## src/rtl/lc3b_types.sv

```systemverilog
// rtl/lc3b_types.sv - shared LC-3b datapath constants for the pipeline stage chain
package lc3b_types;

    localparam int PIPE_IF_ID  = 0;
    localparam int PIPE_ID_EX  = 1;
    localparam int PIPE_EX_MEM = 2;
    localparam int PIPE_MEM_WB = 3;

    localparam int PIPE_STAGES_DEFAULT = 4;
    localparam int PIPE_WIDTH_DEFAULT  = 64;
    localparam int PIPE_CNT_W_DEFAULT  = 16;

endpackage

```

## src/rtl/pipe_stage_chain_if.sv

```systemverilog
// rtl/pipe_stage_chain_if.sv - fetch handshake, stall/flush controls and stage observation bundle
interface pipe_stage_chain_if
    import lc3b_types::*;
#(
    parameter int STAGES = PIPE_STAGES_DEFAULT,
    parameter int WIDTH  = PIPE_WIDTH_DEFAULT,
    parameter int CNT_W  = PIPE_CNT_W_DEFAULT
);
    logic                           in_valid;
    logic [WIDTH-1:0]               in_data;
    logic                           in_ready;
    logic [STAGES-1:0]              stall_req;
    logic [STAGES-1:0]              flush;
    logic [STAGES-1:0]              stage_valid;
    logic [STAGES-1:0][WIDTH-1:0]   stage_data;
    logic [CNT_W-1:0]               stall_cycles;

    modport master (
        output in_valid, in_data, stall_req, flush,
        input  in_ready, stage_valid, stage_data, stall_cycles
    );

    modport slave (
        input  in_valid, in_data, stall_req, flush,
        output in_ready, stage_valid, stage_data, stall_cycles
    );
endinterface

```

## src/rtl/pipe_stage_reg.sv

```systemverilog
// rtl/pipe_stage_reg.sv - one pipeline latch: valid bit plus payload with flush/hold/bubble control
module pipe_stage_reg
    import lc3b_types::*;
#(
    parameter int WIDTH = PIPE_WIDTH_DEFAULT
) (
    input  logic             clk,
    input  logic             rst,
    input  logic             flush,
    input  logic             hold,
    input  logic             bubble,
    input  logic             in_valid,
    input  logic [WIDTH-1:0] in_data,
    output logic             valid,
    output logic [WIDTH-1:0] data
);

    // Payload only loads with a valid item, so killed slots keep their last data.
    always_ff @(posedge clk) begin
        if (rst) begin
            valid <= 1'b0;
            data  <= '0;
        end else if (flush) begin
            valid <= 1'b0;
        end else if (hold) begin
            valid <= valid;
        end else if (bubble) begin
            valid <= 1'b0;
        end else begin
            valid <= in_valid;
            if (in_valid) begin
                data <= in_data;
            end
        end
    end

endmodule

```

## src/rtl/pipe_stage_chain.sv

```systemverilog
// rtl/pipe_stage_chain.sv - stallable/flushable chain of pipeline latches with stall-cycle counter
module pipe_stage_chain
    import lc3b_types::*;
#(
    parameter int STAGES = PIPE_STAGES_DEFAULT,
    parameter int WIDTH  = PIPE_WIDTH_DEFAULT,
    parameter int CNT_W  = PIPE_CNT_W_DEFAULT
) (
    input  logic                 clk,
    input  logic                 rst,
    pipe_stage_chain_if.slave    bus
);

    logic [STAGES-1:0]            hold;
    logic [STAGES-1:0]            valid_q;
    logic [STAGES-1:0][WIDTH-1:0] data_q;
    logic [CNT_W-1:0]             cnt_q;

    // A stall anywhere downstream freezes every stage upstream of it.
    always_comb begin
        logic acc;
        acc  = 1'b0;
        hold = '0;
        for (int i = STAGES - 1; i >= 0; i--) begin
            acc     = acc | bus.stall_req[i];
            hold[i] = acc;
        end
    end

    for (genvar i = 0; i < STAGES; i++) begin : g_stage
        logic             up_valid;
        logic [WIDTH-1:0] up_data;
        logic             up_bubble;

        if (i == 0) begin : g_head
            assign up_valid  = bus.in_valid;
            assign up_data   = bus.in_data;
            assign up_bubble = 1'b0;
        end else begin : g_body
            assign up_valid  = valid_q[i-1];
            assign up_data   = data_q[i-1];
            assign up_bubble = hold[i-1];
        end

        pipe_stage_reg #(.WIDTH(WIDTH)) u_reg (
            .clk      (clk),
            .rst      (rst),
            .flush    (bus.flush[i]),
            .hold     (hold[i]),
            .bubble   (up_bubble),
            .in_valid (up_valid),
            .in_data  (up_data),
            .valid    (valid_q[i]),
            .data     (data_q[i])
        );
    end

    always_ff @(posedge clk) begin
        if (rst) begin
            cnt_q <= '0;
        end else if (|bus.stall_req && cnt_q != {CNT_W{1'b1}}) begin
            cnt_q <= cnt_q + 1'b1;
        end
    end

    assign bus.in_ready     = ~hold[0];
    assign bus.stage_valid  = valid_q;
    assign bus.stage_data   = data_q;
    assign bus.stall_cycles = cnt_q;

endmodule

```

## src/flat_wrapper.sv

```systemverilog
// flat-port wrapper written by rule: the top's interface ports become plain ports
module pipe_stage_chain_flat import lc3b_types::*;
#(
    parameter int STAGES = PIPE_STAGES_DEFAULT,
    parameter int WIDTH  = PIPE_WIDTH_DEFAULT,
    parameter int CNT_W  = PIPE_CNT_W_DEFAULT
)
  (clk, rst, bus_in_valid, bus_in_data, bus_stall_req, bus_flush, bus_in_ready, bus_stage_valid, bus_stage_data, bus_stall_cycles);
  pipe_stage_chain_if #(.STAGES(STAGES), .WIDTH(WIDTH), .CNT_W(CNT_W)) bus_i ();
  input  logic clk;
  input  logic rst;
  input wire logic [$bits(bus_i.in_valid)-1:0] bus_in_valid;
  input wire logic [$bits(bus_i.in_data)-1:0] bus_in_data;
  input wire logic [$bits(bus_i.stall_req)-1:0] bus_stall_req;
  input wire logic [$bits(bus_i.flush)-1:0] bus_flush;
  output wire logic [$bits(bus_i.in_ready)-1:0] bus_in_ready;
  output wire logic [$bits(bus_i.stage_valid)-1:0] bus_stage_valid;
  output wire logic [$bits(bus_i.stage_data)-1:0] bus_stage_data;
  output wire logic [$bits(bus_i.stall_cycles)-1:0] bus_stall_cycles;
  assign bus_i.in_valid = bus_in_valid;
  assign bus_i.in_data = bus_in_data;
  assign bus_i.stall_req = bus_stall_req;
  assign bus_i.flush = bus_flush;
  assign bus_in_ready = bus_i.in_ready;
  assign bus_stage_valid = bus_i.stage_valid;
  assign bus_stage_data = bus_i.stage_data;
  assign bus_stall_cycles = bus_i.stall_cycles;
  pipe_stage_chain #(.STAGES(STAGES), .WIDTH(WIDTH), .CNT_W(CNT_W)) u_core (.clk(clk), .rst(rst), .bus(bus_i));
endmodule
```

## config.mk

```make
export PLATFORM = sky130hd
export DESIGN_NAME = pipe_stage_chain_flat
export DESIGN_NICKNAME = d
export VERILOG_FILES = /design/src/rtl/lc3b_types.sv /design/src/rtl/pipe_stage_chain_if.sv /design/src/rtl/pipe_stage_reg.sv /design/src/rtl/pipe_stage_chain.sv /design/src/flat_wrapper.sv
export SDC_FILE = /design/constraint.sdc
export NUM_CORES = 1
export LEC_CHECK = 0
export BUFFER_PORTS_ARGS = -buffer_cell sky130_fd_sc_hd__buf_4
export CORE_UTILIZATION = 44
export CTS_CLUSTER_DIAMETER = 150
export DETAILED_ROUTE_END_ITERATION = 16
export GPL_TIMING_DRIVEN = 0
export PLACE_DENSITY = 0.75
export SYNTH_ARGS = -nofsm -noshare
export SYNTH_HDL_FRONTEND = slang
export SYNTH_SLANG_ARGS = --single-unit
```

## constraint.sdc

```tcl
create_clock -name clk -period 1.8 [get_ports clk]
set_input_delay 0.18 -clock clk [delete_from_list [all_inputs] [get_ports clk]]
set_output_delay 0.18 -clock clk [all_outputs]
set_load 0.1 [all_outputs]
```

==> results.md <==
- The worst setup margin is -0.0547 ns.
- Among all flip-flop cells after synthesis, the most frequent one is dfxtp_1.
- The total length of routed wires is 33500 um.
- The compound-gate portion of the synthesized area is 0.151.
- The standard-cell row count is 54.
- The class of the tightest hold or removal check is in -> reg.
- The number of sinks on the clock net is 276.
- The analysis attributes to cell leakage a power of 5.86 nW.
- The cell count after synthesis is 1236.
- The global-route congestion overflow total is 0.
- The cell taking the most area after synthesis is dfxtp_1.
- Measured against its own limit, the worst slew margin works out to 0.403.
- The number of cells on the worst reg-to-reg path is 4.
- Of the total synthesized cell area, the portion taken by XOR and XNOR cells is 0.
- The number of nets with antenna violations after routing is 0.
- The starting density of the core is 0.447.
- TritonCTS built the clock tree.
- Across the run, the number of max-cap violations was 0.
- 352 I/O pins were placed.
- The shortest period the worst path allows is 1.85 ns.
- The count of buffers added on input and output ports is 350.
- The detail-routed net length per standard cell is 16.7 um.
- The signed area change from the synthesized netlist to the final layout is 51.0%.
- The cell area that synthesis handed to floorplanning was 0.00976 sq mm.
- Total power for the finished layout comes to 12.8 mW.
- The number of clock buffers added by TritonCTS is 28.
- Entering global routing, the biggest net connects 15 pins.
- The number of global-route vias before repair is 9262.
- Summed over all nets, the switching power comes to 2.79 mW.
- The final hold violation count is 0.
- The number of warnings issued by yosys is 0.
- The share of total power dissipated in the clock network is 0.474.
- The number of register bits inferred by synthesis is 276.
- Setup violations remaining at the end of the flow were counted as 3.
- Counting instances, the worst hold path has a depth of 3.
- The final period utilization is 1.03.
- The first routing iteration left 477 violations.
- The chip width is 151 um.
- Setup slack on the worst reg-to-reg path comes out at -0.05 ns.
- After clock tree synthesis, the clock-pin slew on the worst setup and hold paths is 0.06 ns.
- Power spread over the standard cell area amounts to 870 mW/mm^2.
- Walking the worst path, the cells encountered are nand4_1 > or4_4 > or4_4 > a21oi_2.
- After synthesis, the share of cell area in mux cells is 0.00333.
- The most prevalent standard cell on the critical path is or4_4.
- The area share of and/or/nand/nor cells after synthesis is 0.235.
- The routed via count is 10.1k.
- In this run the standard cell core region covers 0.0218 sq mm.
- The number of synthesized flops with an enable pin is 0.
- The post-route core utilization is 0.675.
- The worst hold path terminates at u_core.g_stage[2].u_reg.valid.
- At the later pin of the worst-skew pair, clock insertion delay measures 0.54 ns.
- The delay of the slowest critical-path stage is 0.64 ns.
- The total global routing track utilization is 0.277.
- In the final layout, the share of cells above drive strength 1 is 0.283.
- In this run the critical register-to-register path is launched from u_core.bus.stall_cycles[5].
- The share of the Yosys chip area taken by registers is 0.566.
- In this run the vertical extent of the chip is 151 um.
- The endpoint arrival time on the critical path is 2.32 ns.
- The switching part of the total power is 0.217.
- The post-route clock skew is 0.0153 ns.
- The largest family of logic cells by synthesized area is simple AND/OR/NAND/NOR gates.
- The critical path class is reg -> reg.
- The number of nets at the end of the flow is 1778.
- The peak supply drop is 0.000714 V.
- The adder and majority cell fraction of the synthesized area is 0.00128.
- The number of unique standard cell types used by synthesis is 38.
- Using the TritonRoute via totals, the vias-per-cell ratio works out to 5.05.
- Summed over all nets, the half-perimeter wirelength after detailed placement is 23400 um.
- The congestion estimate from routability-driven global placement came to 0.855.
- The cell-internal power is 10.0 mW.
- The type of destination of the critical path is a register.
- The average instance in the mapped netlist occupies 7.90 sq um.
- Counting every net in the synthesized netlist gives 1312.
- The worst-margin pin slew is 0.895 ns.
- In this run the worst path has a maximum fanout of 5.
- In the synthesized netlist the async set-or-reset flop fraction comes to 0.
- Fill cells in the final layout number 1796.
- The beginning of the worst hold path is bus_stall_req[2].
- The kind of start point of the critical path is a register.
- The share of total power dissipated in combinational logic is 0.048.
- The pre-antenna-repair detailed-routing pass consisted of 5 iterations.
- The share of synthesized area in the top cell type comes to 0.566.
- For this run, design rule violations remaining after detail routing come to 0.
- The full die area is 0.0228 sq mm.
- The maximum clock path buffer count is 3.
- The flow ran to the end, but the final reports show violations.
- The wire length of the first global-routing pass is 49400 um.
- The number of max-slew violations in the final report is 0.
- In this run the number of H-tree levels came out at 1.
- The part of the power in registers is 0.478.
- The maximum clock rate is 539 MHz.
- The final reports fail on negative setup slack.
- In this run the critical register-to-register path is captured at u_core.bus.stall_cycles[15].
- The data required time at the worst endpoint is 2.26 ns.
- Among all stages on the critical path, the largest delay is contributed by or4_4.
- The root buffer cell chosen for the clock tree is clkbuf_16.
- Setup repair after global routing could not meet its margin everywhere.
- Ranked by total cell area, the synthesized netlist is headed by dfxtp_1, nand2_1, a21oi_1, clkbuf_1, buf_2.
- The initial antenna violation count is 1.
synth_stat cells (3+ instances only):
cell type  count
nand2_1      515
dfxtp_1      276
a21oi_1      268
clkbuf_1      68
buf_2         18
or3_1          7
o21ai_0        6
o31ai_1        6
or4_1          6
buf_1          5
nand3_1        5
nor3_1         5
buf_4          4
nand4_1        4
nor2_1         4
nor3b_1        4
nor4_1         4
inv_1          3
nand3b_1       3
nor4b_1        3
power groups by stage:
stage	registers [mW]	clock network, mW	logic, mW
global placement	6.26	0	0.471
detailed placement	6.26	0	0.476
floorplan	6.38	0	0.132
global route	6.13	6.38	0.650
finish	6.13	6.08	0.616
CTS	6.13	6.13	0.607
layout make-up:
type / instances / area (sq um) / share of cell area
timing repair buffer: 439 / 3480 / 0.236
clock buffer: 40 / 838 / 0.0569
buffer: 93 / 425 / 0.0289
clock inverter: 12 / 139 / 0.00942
sequential: 276 / 5580 / 0.379
multi-input combinational: 860 / 3900 / 0.265
tap: 280 / 350 / 0.0238
inverter: 4 / 17.5 / 0.00119
antenna: 1 / 2.50 / 0.000170
registers in the layout (all words and copies together), names as in the netlist:
| name | count |
|---|---|
| u_core.g_stage.u_reg.valid | 4 |
| u_core.bus.stall_cycles | 16 |
| u_core.g_stage.u_reg.data | 256 |
layer usage:
metal / vias to the layer above / track usage / share of wire
li1: 4987 / - / -
met1: 4664 / 0.344 / 0.40
met2: 407 / 0.473 / 0.49
met3: 75 / 0.0611 / 0.077
met4: 0 / 0.0945 / 0.033
met5: - / 0 / 0
how the worst max path moves through the flow:
stage,from,end,cells after the start
after floorplan,u_core.bus.stall_cycles[4],u_core.bus.stall_cycles[13],4
after global placement,bus_stall_req[3],u_core.g_stage[2].u_reg.data[55],7
after detailed placement,bus_stall_req[3],u_core.g_stage[2].u_reg.data[56],7
after CTS,u_core.bus.stall_cycles[0],u_core.bus.stall_cycles[10],6
after global routing,u_core.bus.stall_cycles[7],u_core.bus.stall_cycles[15],4
final,u_core.bus.stall_cycles[5],u_core.bus.stall_cycles[15],4
what timing repair did:
action	CTS	global route
endpoints found under the setup margin	144	117
hold endpoints to repair	68	0
hold buffers	73	0
pin swaps	4	3
setup buffers	12	4
resized for setup	9	33
logic make-up (layout without fill, tap and decap cells):
group | after synthesis | in the layout
multiplexers | 3 | 3
buffers and inverters | 100 | 588
flip-flops | 276 | 276
other | 0 | 1
adder cells (fa/ha/maj) | 1 | 1
AO/OA/AOI/OAI | 287 | 287
AND/OR/NAND/NOR | 569 | 569
per-stage QoR:
step                      hold slack [ns]  setup WS [ns]  TNS, ns  instance area (sq um)  instances
after global placement              0.362         -0.498   -96.04                  12800       1866
after detailed placement            0.366         -0.508   -97.19                  12800       1866
final                              0.0531        -0.0547   -0.130                  14700       2005
after CTS                          0.0430        0.00321        0                  14600       2000
after floorplan                     0.258         -0.204    -1.03                   9840       1236
after global routing                0.122        -0.0679   -0.192                  14700       2005
placed cells by master (no fill, tap or decap), types with 2 or more instances in the layout:
| cell | Yosys | layout |
|---|---|---|
| or4b_4 | 0 | 2 |
| dfxtp_1 | 276 | 260 |
| nor4_4 | 0 | 2 |
| mux2_2 | 2 | 2 |
| or3_1 | 7 | 6 |
| nor2b_1 | 2 | 2 |
| nor4_1 | 4 | 2 |
| o31ai_1 | 6 | 6 |
| buf_2 | 18 | 15 |
| nand2_1 | 515 | 515 |
| dfxtp_4 | 0 | 15 |
| nand4_1 | 4 | 4 |
| nand3b_1 | 3 | 3 |
| bufinv_16 | 0 | 3 |
| o21ba_2 | 2 | 2 |
| o21ai_0 | 6 | 6 |
| buf_4 | 4 | 373 |
| inv_1 | 3 | 3 |
| nor3b_1 | 4 | 4 |
| clkbuf_2 | 0 | 13 |
| clkbuf_1 | 68 | 60 |
| nor3_1 | 5 | 5 |
| a21oi_2 | 0 | 2 |
| clkinv_2 | 0 | 8 |
| nor2_1 | 4 | 4 |
| a21oi_1 | 268 | 266 |
| clkbuf_16 | 0 | 30 |
| nand3_1 | 5 | 4 |
| or4_1 | 6 | 5 |
| clkbuf_8 | 0 | 5 |
| nor4b_1 | 3 | 2 |
| or4_4 | 1 | 2 |
| dlygate4sd3_1 | 0 | 73 |
| buf_6 | 1 | 2 |
critical path: cells and delay by family, from the launching register on:
| family | cells | cell delay [ns] |
|---|---|---|
| AOI/OAI and AO/OA | 1 | 0.14 |
| DFF | 1 | 0.34 |
| and+or+nand+nor | 3 | 1.30 |
(Power assumes the default switching activity.)
